[config.mk]
export PLATFORM = sky130hd
export DESIGN_NAME = cpc_serial_port
export DESIGN_NICKNAME = d
export VERILOG_FILES = /design/src/rtl/cpc_serial_port.sv
export SDC_FILE = /design/constraint.sdc
export NUM_CORES = 1
export LEC_CHECK = 0
export CORE_MARGIN = 2
export CORE_UTILIZATION = 30
export CTS_CLUSTER_DIAMETER = 40
export CTS_CLUSTER_SIZE = 40
export DETAILED_ROUTE_END_ITERATION = 10
export PLACE_DENSITY = 0.46
export SYNTH_ARGS = -nofsm -noshare
export SYNTH_HDL_FRONTEND = slang
export SYNTH_SLANG_ARGS = --single-unit
[constraint.sdc]
create_clock -name clk -period 6.38 [get_ports clk]
set_input_delay 1.914 -clock clk [delete_from_list [all_inputs] [get_ports clk]]
set_output_delay 1.914 -clock clk [all_outputs]
set_load 0.005 [all_outputs]
[src/rtl/cpc_serial_port.sv]
// cpc_serial_port: Z80 I/O-mapped 8N1 UART with a 1-byte TX holding register, RX FIFO and level irq; io_din is combinational.
// Writes act one clk after io_wr rises, reads pop on io_rd fall; no stalls: a full holding register drops writes, a full FIFO drops RX bytes and sets ovr.

module cpc_serial_fifo #(
  parameter int DEPTH = 4,
  parameter int W     = 8
) (
  input  logic                   clk,
  input  logic                   reset_n,
  input  logic                   flush,
  input  logic                   push,
  input  logic [W-1:0]           push_dat,
  input  logic                   pop,
  output logic [W-1:0]           head_dat,
  output logic [$clog2(DEPTH):0] count
);
  localparam int AW = $clog2(DEPTH);
  localparam logic [AW:0]   FULL    = (AW+1)'(DEPTH);
  localparam logic [AW:0]   CNT_ONE = (AW+1)'(1);
  localparam logic [AW-1:0] PTR_ONE = AW'(1);

  logic [W-1:0]  mem [DEPTH];
  logic [AW-1:0] wr_ptr;
  logic [AW-1:0] rd_ptr;
  logic          push_ok;
  logic          pop_ok;

  assign push_ok  = push && (count != FULL);
  assign pop_ok   = pop && (count != '0);
  assign head_dat = mem[rd_ptr];

  always_ff @(posedge clk) begin
    if (push_ok) mem[wr_ptr] <= push_dat;
  end

  // Pointers wrap naturally because DEPTH is a power of two.
  always_ff @(posedge clk or negedge reset_n) begin
    if (!reset_n) begin
      wr_ptr <= '0;
      rd_ptr <= '0;
      count  <= '0;
    end else if (flush) begin
      wr_ptr <= '0;
      rd_ptr <= '0;
      count  <= '0;
    end else begin
      if (push_ok) wr_ptr <= wr_ptr + PTR_ONE;
      if (pop_ok)  rd_ptr <= rd_ptr + PTR_ONE;
      case ({push_ok, pop_ok})
        2'b10:   count <= count + CNT_ONE;
        2'b01:   count <= count - CNT_ONE;
        default: count <= count;
      endcase
    end
  end
endmodule

module cpc_serial_port #(
  parameter logic [15:0] BASE_ADDR  = 16'hF8E0,
  parameter logic [15:0] DIV_RESET  = 16'd277,
  parameter int          FIFO_DEPTH = 4
) (
  input  logic        clk,
  input  logic        reset_n,
  input  logic [15:0] cpu_addr,
  input  logic [7:0]  io_dout,
  input  logic        io_rd,
  input  logic        io_wr,
  output logic [7:0]  io_din,
  output logic        irq,
  output logic        txd,
  input  logic        rxd
);
  localparam int CW = $clog2(FIFO_DEPTH) + 1;
  localparam logic [CW-1:0] FIFO_FULL = CW'(FIFO_DEPTH);

  typedef enum logic [1:0] {TX_IDLE, TX_START, TX_DATA, TX_STOP} tx_state_t;
  typedef enum logic [1:0] {RX_HUNT, RX_START, RX_DATA, RX_STOP} rx_state_t;

  logic          sel, io_wr_q, io_rd_q, rd_sel_q;
  logic [1:0]    rd_idx_q;
  logic          wr_stb, rd_rise, rd_done, pop, stat_clr, flush;
  logic          rx_ie, tx_ie, ovr, ferr;
  logic [15:0]   divisor;
  logic [7:0]    thr_dat;
  logic          thr_full, thr_empty, tx_idle;
  logic          rx_avail, rx_full;
  logic [CW-1:0] rx_count;
  logic [7:0]    rx_head, status;

  tx_state_t     tx_state, tx_next;
  logic          tx_load, tx_tick;
  logic [15:0]   tx_cnt, tx_div;
  logic [2:0]    tx_bit;
  logic [7:0]    tx_shift;

  rx_state_t     rx_state, rx_next;
  logic          rx_s1, rx_s2, rx_s3, rx_edge, rx_tick, rx_push;
  logic [15:0]   rx_cnt, rx_div, rx_mid, mid_now;
  logic [2:0]    rx_bit;
  logic [7:0]    rx_shift;

  assign sel      = cpu_addr[15:2] == BASE_ADDR[15:2];
  assign wr_stb   = io_wr & ~io_wr_q & sel;
  assign rd_rise  = io_rd & ~io_rd_q;
  assign rd_done  = ~io_rd & io_rd_q & rd_sel_q;
  assign pop      = rd_done && (rd_idx_q == 2'd0);
  assign stat_clr = rd_done && (rd_idx_q == 2'd1);
  assign flush    = wr_stb && (cpu_addr[1:0] == 2'd1) && io_dout[7];

  assign thr_empty = ~thr_full;
  assign tx_idle   = (tx_state == TX_IDLE) & ~thr_full;
  assign rx_avail  = rx_count != '0;
  assign rx_full   = rx_count == FIFO_FULL;
  assign status    = {2'b00, rx_full, ferr, ovr, tx_idle, thr_empty, rx_avail};

  always_comb begin
    io_din = 8'hFF;
    if (io_rd && sel) begin
      case (cpu_addr[1:0])
        2'd0:    io_din = rx_avail ? rx_head : 8'h00;
        2'd1:    io_din = status;
        2'd2:    io_din = divisor[7:0];
        default: io_din = divisor[15:8];
      endcase
    end
  end

  always_ff @(posedge clk or negedge reset_n) begin
    if (!reset_n) begin
      io_wr_q  <= 1'b0;
      io_rd_q  <= 1'b0;
      rd_sel_q <= 1'b0;
      rd_idx_q <= 2'd0;
      rx_ie    <= 1'b0;
      tx_ie    <= 1'b0;
      divisor  <= DIV_RESET;
      thr_dat  <= 8'h00;
      thr_full <= 1'b0;
      ovr      <= 1'b0;
      ferr     <= 1'b0;
      irq      <= 1'b0;
    end else begin
      io_wr_q <= io_wr;
      io_rd_q <= io_rd;
      if (rd_rise) begin
        rd_sel_q <= sel;
        rd_idx_q <= cpu_addr[1:0];
      end
      if (wr_stb) begin
        case (cpu_addr[1:0])
          2'd0: if (!thr_full) begin
            thr_dat  <= io_dout;
            thr_full <= 1'b1;
          end
          2'd1: begin
            rx_ie <= io_dout[0];
            tx_ie <= io_dout[1];
          end
          2'd2:    divisor[7:0]  <= io_dout;
          default: divisor[15:8] <= io_dout;
        endcase
      end
      if (tx_load) thr_full <= 1'b0;
      if (flush || stat_clr) begin
        ovr  <= 1'b0;
        ferr <= 1'b0;
      end
      // A new error on the clearing clk must not be lost, so sets come last.
      if (rx_push && rx_full) ovr  <= 1'b1;
      if (rx_push && !rx_s2)  ferr <= 1'b1;
      irq <= (rx_ie & rx_avail) | (tx_ie & thr_empty) | ovr | ferr;
    end
  end

  // Transmitter
  assign tx_tick = tx_cnt == tx_div;

  always_comb begin
    tx_next = tx_state;
    tx_load = 1'b0;
    case (tx_state)
      TX_IDLE: if (thr_full) begin
        tx_next = TX_START;
        tx_load = 1'b1;
      end
      TX_START: if (tx_tick) tx_next = TX_DATA;
      TX_DATA:  if (tx_tick && tx_bit == 3'd7) tx_next = TX_STOP;
      TX_STOP: if (tx_tick) begin
        tx_next = thr_full ? TX_START : TX_IDLE;
        tx_load = thr_full;
      end
      default: tx_next = TX_IDLE;
    endcase
  end

  always_ff @(posedge clk or negedge reset_n) begin
    if (!reset_n) begin
      tx_state <= TX_IDLE;
      tx_cnt   <= 16'd0;
      tx_div   <= 16'd0;
      tx_bit   <= 3'd0;
      tx_shift <= 8'h00;
    end else begin
      tx_state <= tx_next;
      if (tx_load) begin
        tx_shift <= thr_dat;
        tx_div   <= divisor;
        tx_cnt   <= 16'd0;
        tx_bit   <= 3'd0;
      end else if (tx_state != TX_IDLE) begin
        if (tx_tick) begin
          tx_cnt <= 16'd0;
          if (tx_state == TX_DATA) begin
            tx_shift <= {1'b0, tx_shift[7:1]};
            tx_bit   <= tx_bit + 3'd1;
          end
        end else begin
          tx_cnt <= tx_cnt + 16'd1;
        end
      end
    end
  end

  // Decoded from state so reset forces the line high without waiting for a clk.
  assign txd = (tx_state == TX_START) ? 1'b0 :
               (tx_state == TX_DATA)  ? tx_shift[0] : 1'b1;

  // Receiver; start sample lands (divisor+1)/2 clk after the edge clk.
  assign mid_now = {1'b0, divisor[15:1]} + {15'd0, divisor[0]};
  assign rx_edge = rx_s3 & ~rx_s2;
  assign rx_tick = rx_cnt == rx_div;

  always_comb begin
    rx_next = rx_state;
    rx_push = 1'b0;
    case (rx_state)
      RX_HUNT:  if (rx_edge) rx_next = (mid_now == 16'd0) ? RX_DATA : RX_START;
      RX_START: if (rx_cnt == rx_mid) rx_next = rx_s2 ? RX_HUNT : RX_DATA;
      RX_DATA:  if (rx_tick && rx_bit == 3'd7) rx_next = RX_STOP;
      RX_STOP: if (rx_tick) begin
        rx_next = RX_HUNT;
        rx_push = 1'b1;
      end
      default: rx_next = RX_HUNT;
    endcase
  end

  always_ff @(posedge clk or negedge reset_n) begin
    if (!reset_n) begin
      rx_s1    <= 1'b1;
      rx_s2    <= 1'b1;
      rx_s3    <= 1'b1;
      rx_state <= RX_HUNT;
      rx_cnt   <= 16'd0;
      rx_div   <= 16'd0;
      rx_mid   <= 16'd0;
      rx_bit   <= 3'd0;
      rx_shift <= 8'h00;
    end else begin
      rx_s1    <= rxd;
      rx_s2    <= rx_s1;
      rx_s3    <= rx_s2;
      rx_state <= rx_next;
      case (rx_state)
        RX_HUNT: if (rx_edge) begin
          rx_div <= divisor;
          rx_mid <= mid_now;
          rx_cnt <= (mid_now == 16'd0) ? 16'd0 : 16'd1;
          rx_bit <= 3'd0;
        end
        RX_START: rx_cnt <= (rx_cnt == rx_mid) ? 16'd0 : rx_cnt + 16'd1;
        RX_DATA: begin
          if (rx_tick) begin
            rx_cnt   <= 16'd0;
            rx_shift <= {rx_s2, rx_shift[7:1]};
            rx_bit   <= rx_bit + 3'd1;
          end else begin
            rx_cnt <= rx_cnt + 16'd1;
          end
        end
        default: rx_cnt <= rx_tick ? 16'd0 : rx_cnt + 16'd1;
      endcase
    end
  end

  cpc_serial_fifo #(.DEPTH(FIFO_DEPTH), .W(8)) u_rx_fifo (
    .clk      (clk),
    .reset_n  (reset_n),
    .flush    (flush),
    .push     (rx_push),
    .push_dat (rx_shift),
    .pop      (pop),
    .head_dat (rx_head),
    .count    (rx_count)
  );
endmodule

==> reports/summary.log <==
INFO  drt            drt_first_iter_violations=331
INFO  synthesis      synth.cell_area=9030um^2
INFO  synthesis      postSynthRegisterBits=183
INFO  timing         max_slew.worst_pin.slew=0.930ns
INFO  worst_setup_path path_delay_family=buffers and inverters
INFO  hold_path      worstHoldPathType=flop to flop
INFO  timing         finalCritPeriodShare=92.2%
INFO  placed_design  dpl_hpwl=14600um
INFO  synthesis      yosys.area.top_type_share=39.9%
INFO  power          ir_worst_vdd=185uV
INFO  worst_setup_path path_max_fanout=18
INFO  worst_setup_path r2r-start=divisor[0]$_DFFE_PN1P_
INFO  drt            drt_wl_total=21300um
INFO  floorplan      floorplan.die_area=31500um^2
INFO  worst_setup_path crit_slowest_cell=clkdlybuf4s50_1
INFO  clocking       cts_num_sinks=183
INFO  timing         rsz0062_at_grt=false
INFO  flow_run       cap_viol_max_count=0
INFO  floorplan      placeableCoreArea=29600um^2
INFO  grt            first_global_vias=5763
INFO  synthesis      top_ff_cell_synth=dfrtp_1
INFO  drt            drt_drc=0
INFO  final_layout   num-nets-final=864
INFO  clocking       cts_tree=done
INFO  worst_setup_path reg2reg_setup_slack=3.49ns
INFO  final_layout   final_layout_size_suffix_gt1_share=15.1%
INFO  hold_path      hold_path_startpoint=rx_s1$_DFF_PN1_
INFO  clocking       clock_path_buffers=2
INFO  final_layout   layout-area-overhead-vs-synth=14.4%
INFO  synthesis      avgSynthCellArea=11.4um^2
INFO  timing         timing.final.max_slew_violations=0
INFO  worst_setup_path timing.critical_path.slowest_cell_delay=0.86ns
INFO  drt            post_drt_wl_per_cell=17.5um
INFO  worst_setup_path worst-endpoint-required=4.47ns
INFO  floorplan      die_x_extent=177um
INFO  clocking       hold_buffers=0
INFO  synthesis      number_of_distinct_standard_cells_referenced_by_the_synthesized_netlist=64
INFO  synthesis      post_synthesis_sequential_area_ratio=52.6%
INFO  clocking       clock-root-buffer=clkbuf_16
INFO  power          total_leakage_power=0.00447uW
INFO  clocking       postCtsSetupRepairBufs=0
INFO  final_layout   filler_cells_inserted=3041
INFO  timing         final_count_of_hold_timing_violations=0
INFO  worst_setup_path critPathLaunch=cpu_addr[1]
INFO  synthesis      number_of_enable_type_register_cells_in_the_synthesized_netlist=32
INFO  synthesis      synth_largest_area_cell=dfrtp_1
INFO  final_layout   stdcell_count=1220
INFO  synthesis      synth_cells=792
INFO  worst_setup_path critical-path-top-cell-by-count=clkdlybuf4s50_1
INFO  synthesis      postSynth.asyncResetShare=82.5%
INFO  clocking       cts_inserted_buffers=17
INFO  grt            antenna_found_initial=0
INFO  drt            detail_route.vias_per_cell=4.77
INFO  worst_setup_path endpoint_kind=output pin
INFO  drt            routed-via-count=5823
INFO  timing         slew-limit-headroom=37.7%
INFO  placed_design  dp.cells=1188
INFO  timing         fmax=0.170GHz
INFO  timing         fin_worst_skew=0.0105ns
INFO  floorplan      placementRows=63
INFO  grt            grt_first_pass_wirelength=33800um
INFO  clocking       clk_transition_reported_paths=0.07ns
INFO  synthesis      synthTopCellsByArea=dfrtp_1 (40%), edfxtp_1 (11%), mux2_2 (7.4%), xnor2_1 (4.9%), nand2_1 (4.5%)
INFO  floorplan      initial_core_utilization=30.5%
INFO  timing         finalSetupTns=0ns
INFO  status         status=finished, final reports clean
INFO  worst_setup_path path_buf_inv=3
INFO  worst_setup_path crit_path_class=primary input to output pin
INFO  worst_setup_path worstPathArrival=3.97ns
INFO  synthesis      synthesis.yosys.warnings=0
INFO  placed_design  portBuffers=38
INFO  grt            globalRouteOverflowTotal=0
INFO  placed_design  gp_routability_congestion=0.755
INFO  timing         finalSetupViolations=0
INFO  power          pwr_density_cell=282nW/um^2
INFO  worst_setup_path worstPathCellList=clkdlybuf4s50_1 > buf_4 > mux2i_1 > a22oi_1 > nand3_1 > clkdlybuf4s50_1
INFO  grt            grt_start_max_net_pins=80
INFO  floorplan      fp.dieH=177um
INFO  worst_setup_path setup.worst_path.start_class=primary input
INFO  synthesis      post_synth_net_total=839
INFO  clocking       resized_after_cts=0
INFO  drt            antenna_violating_nets_post_route=0
INFO  clocking       clkLatencyLatePin=0.43ns
INFO  floorplan      io-pin-count=39
INFO  drt            detail_route.first_pass.iterations=4
INFO  clocking       cts_htree_levels=4
INFO  grt            grt_util_all_layers=14.2%
INFO  timing         worst_hold_slack_after_final_layout=0.366ns
INFO  final_layout   insertedDiodeCount=0
INFO  timing         layout_min_cycle_time=5.88ns
## placed cells by master, fill, tap and decap left out, types with 8 or more instances in the layout
cell               n
and3_1            14
mux2_1             8
mux2_2            59
mux4_2             8
xnor2_1           50
xor2_1            45
nand3_1           25
dfrtp_1          144
edfxtp_1          32
inv_1             14
nand4_1           16
clkbuf_16         17
and2_1            11
ha_1              17
nor3_1             9
nor2b_1            9
nand2_1          109
o21ai_0           28
clkdlybuf4s50_1   37
nor2_1            58
mux2i_1           13
## through the flow
stage / utilization, % / instance area [um^2] / setup WS, ns / power [uW]
final: 34.9 / 10300 / 0.499 / 2920
after global routing: 34.9 / 10300 / 0.366 / 3080
after CTS: 34.9 / 10300 / 0.481 / 2960
after detailed placement: 32.9 / 9760 / 0.487 / 1920
after global placement: 32.9 / 9760 / 0.551 / 1910
after floorplan: - / 9030 / 1.54 / 1760
## worst paths after layout
kind	end	depth (start not counted)
max reg2reg	rx_state[1]$_DFFE_PN0P_	8
max in group asynchronous	rx_shift[1]$_DFFE_PN0P_	2
min reg2reg	rx_s2$_DFF_PN1_	0
min in group asynchronous	tx_cnt[10]$_DFFE_PN0P_	1
max	io_din[1]	6
min	rx_s2$_DFF_PN1_	0
## logic make-up (layout without fill, tap and decap cells)
family	count (synthesis)	count (layout)	share of synthesized area, %
xor gates and xnor gates	95	95	9.22
muxes	88	88	11.8
adders and majority gates	18	18	2.58
DFF	183	183	52.6
buffers and inverters	52	90	2.61
and+or+nand+nor	286	286	16.0
AOI/OAI and AO/OA	70	70	5.20
## report_power, final
part / internal [uW] / total [uW] / switching [uW] / leakage, uW
clock network: 563 / 1030 / 469 / 0.000270
logic: 216 / 534 / 318 / 0.00194
registers: 1270 / 1350 / 83.8 / 0.00226
## cell usage after synthesis, types with 9 or more instances
library cell  instances
dfrtp_1             144
nand2_1             109
mux2_2               59
nor2_1               58
xnor2_1              50
xor2_1               45
edfxtp_1             32
o21ai_0              28
nand3_1              25
clkbuf_1             22
ha_1                 17
nand4_1              16
and3_1               14
inv_1                14
mux2i_1              13
and2_1               11
nor2b_1               9
nor3_1                9
## area by class of cell
class	instances	area, um^2	area share [%]
clock buffers	20	457	4.42
clock inverters	12	115	1.11
inverters	14	52.6	0.509
multi-input cells	557	4040	39.1
flip-flops and latches	183	4750	46.0
well taps	390	488	4.72
repair buffers	44	427	4.13
## metal layers
| layer | routed length [um] | GRT usage [%] | vias up |
|---|---|---|---|
| met5 | 0 | 0 | - |
| met4 | 214 | 3.52 | 0 |
| met3 | 738 | 2.89 | 13 |
| met2 | 10100 | 22.8 | 96 |
| met1 | 10300 | 19.6 | 2906 |
| li1 | - | - | 2808 |
## flip-flops by register name (all words and copies together) (netlist names), 8 cells and up
signal	flops
u_rx_fifo.mem	32
divisor	16
rx_cnt	16
rx_div	16
rx_mid	16
tx_cnt	16
tx_div	16
rx_shift	8
thr_dat	8
tx_shift	8
(Power assumes the default switching activity.)
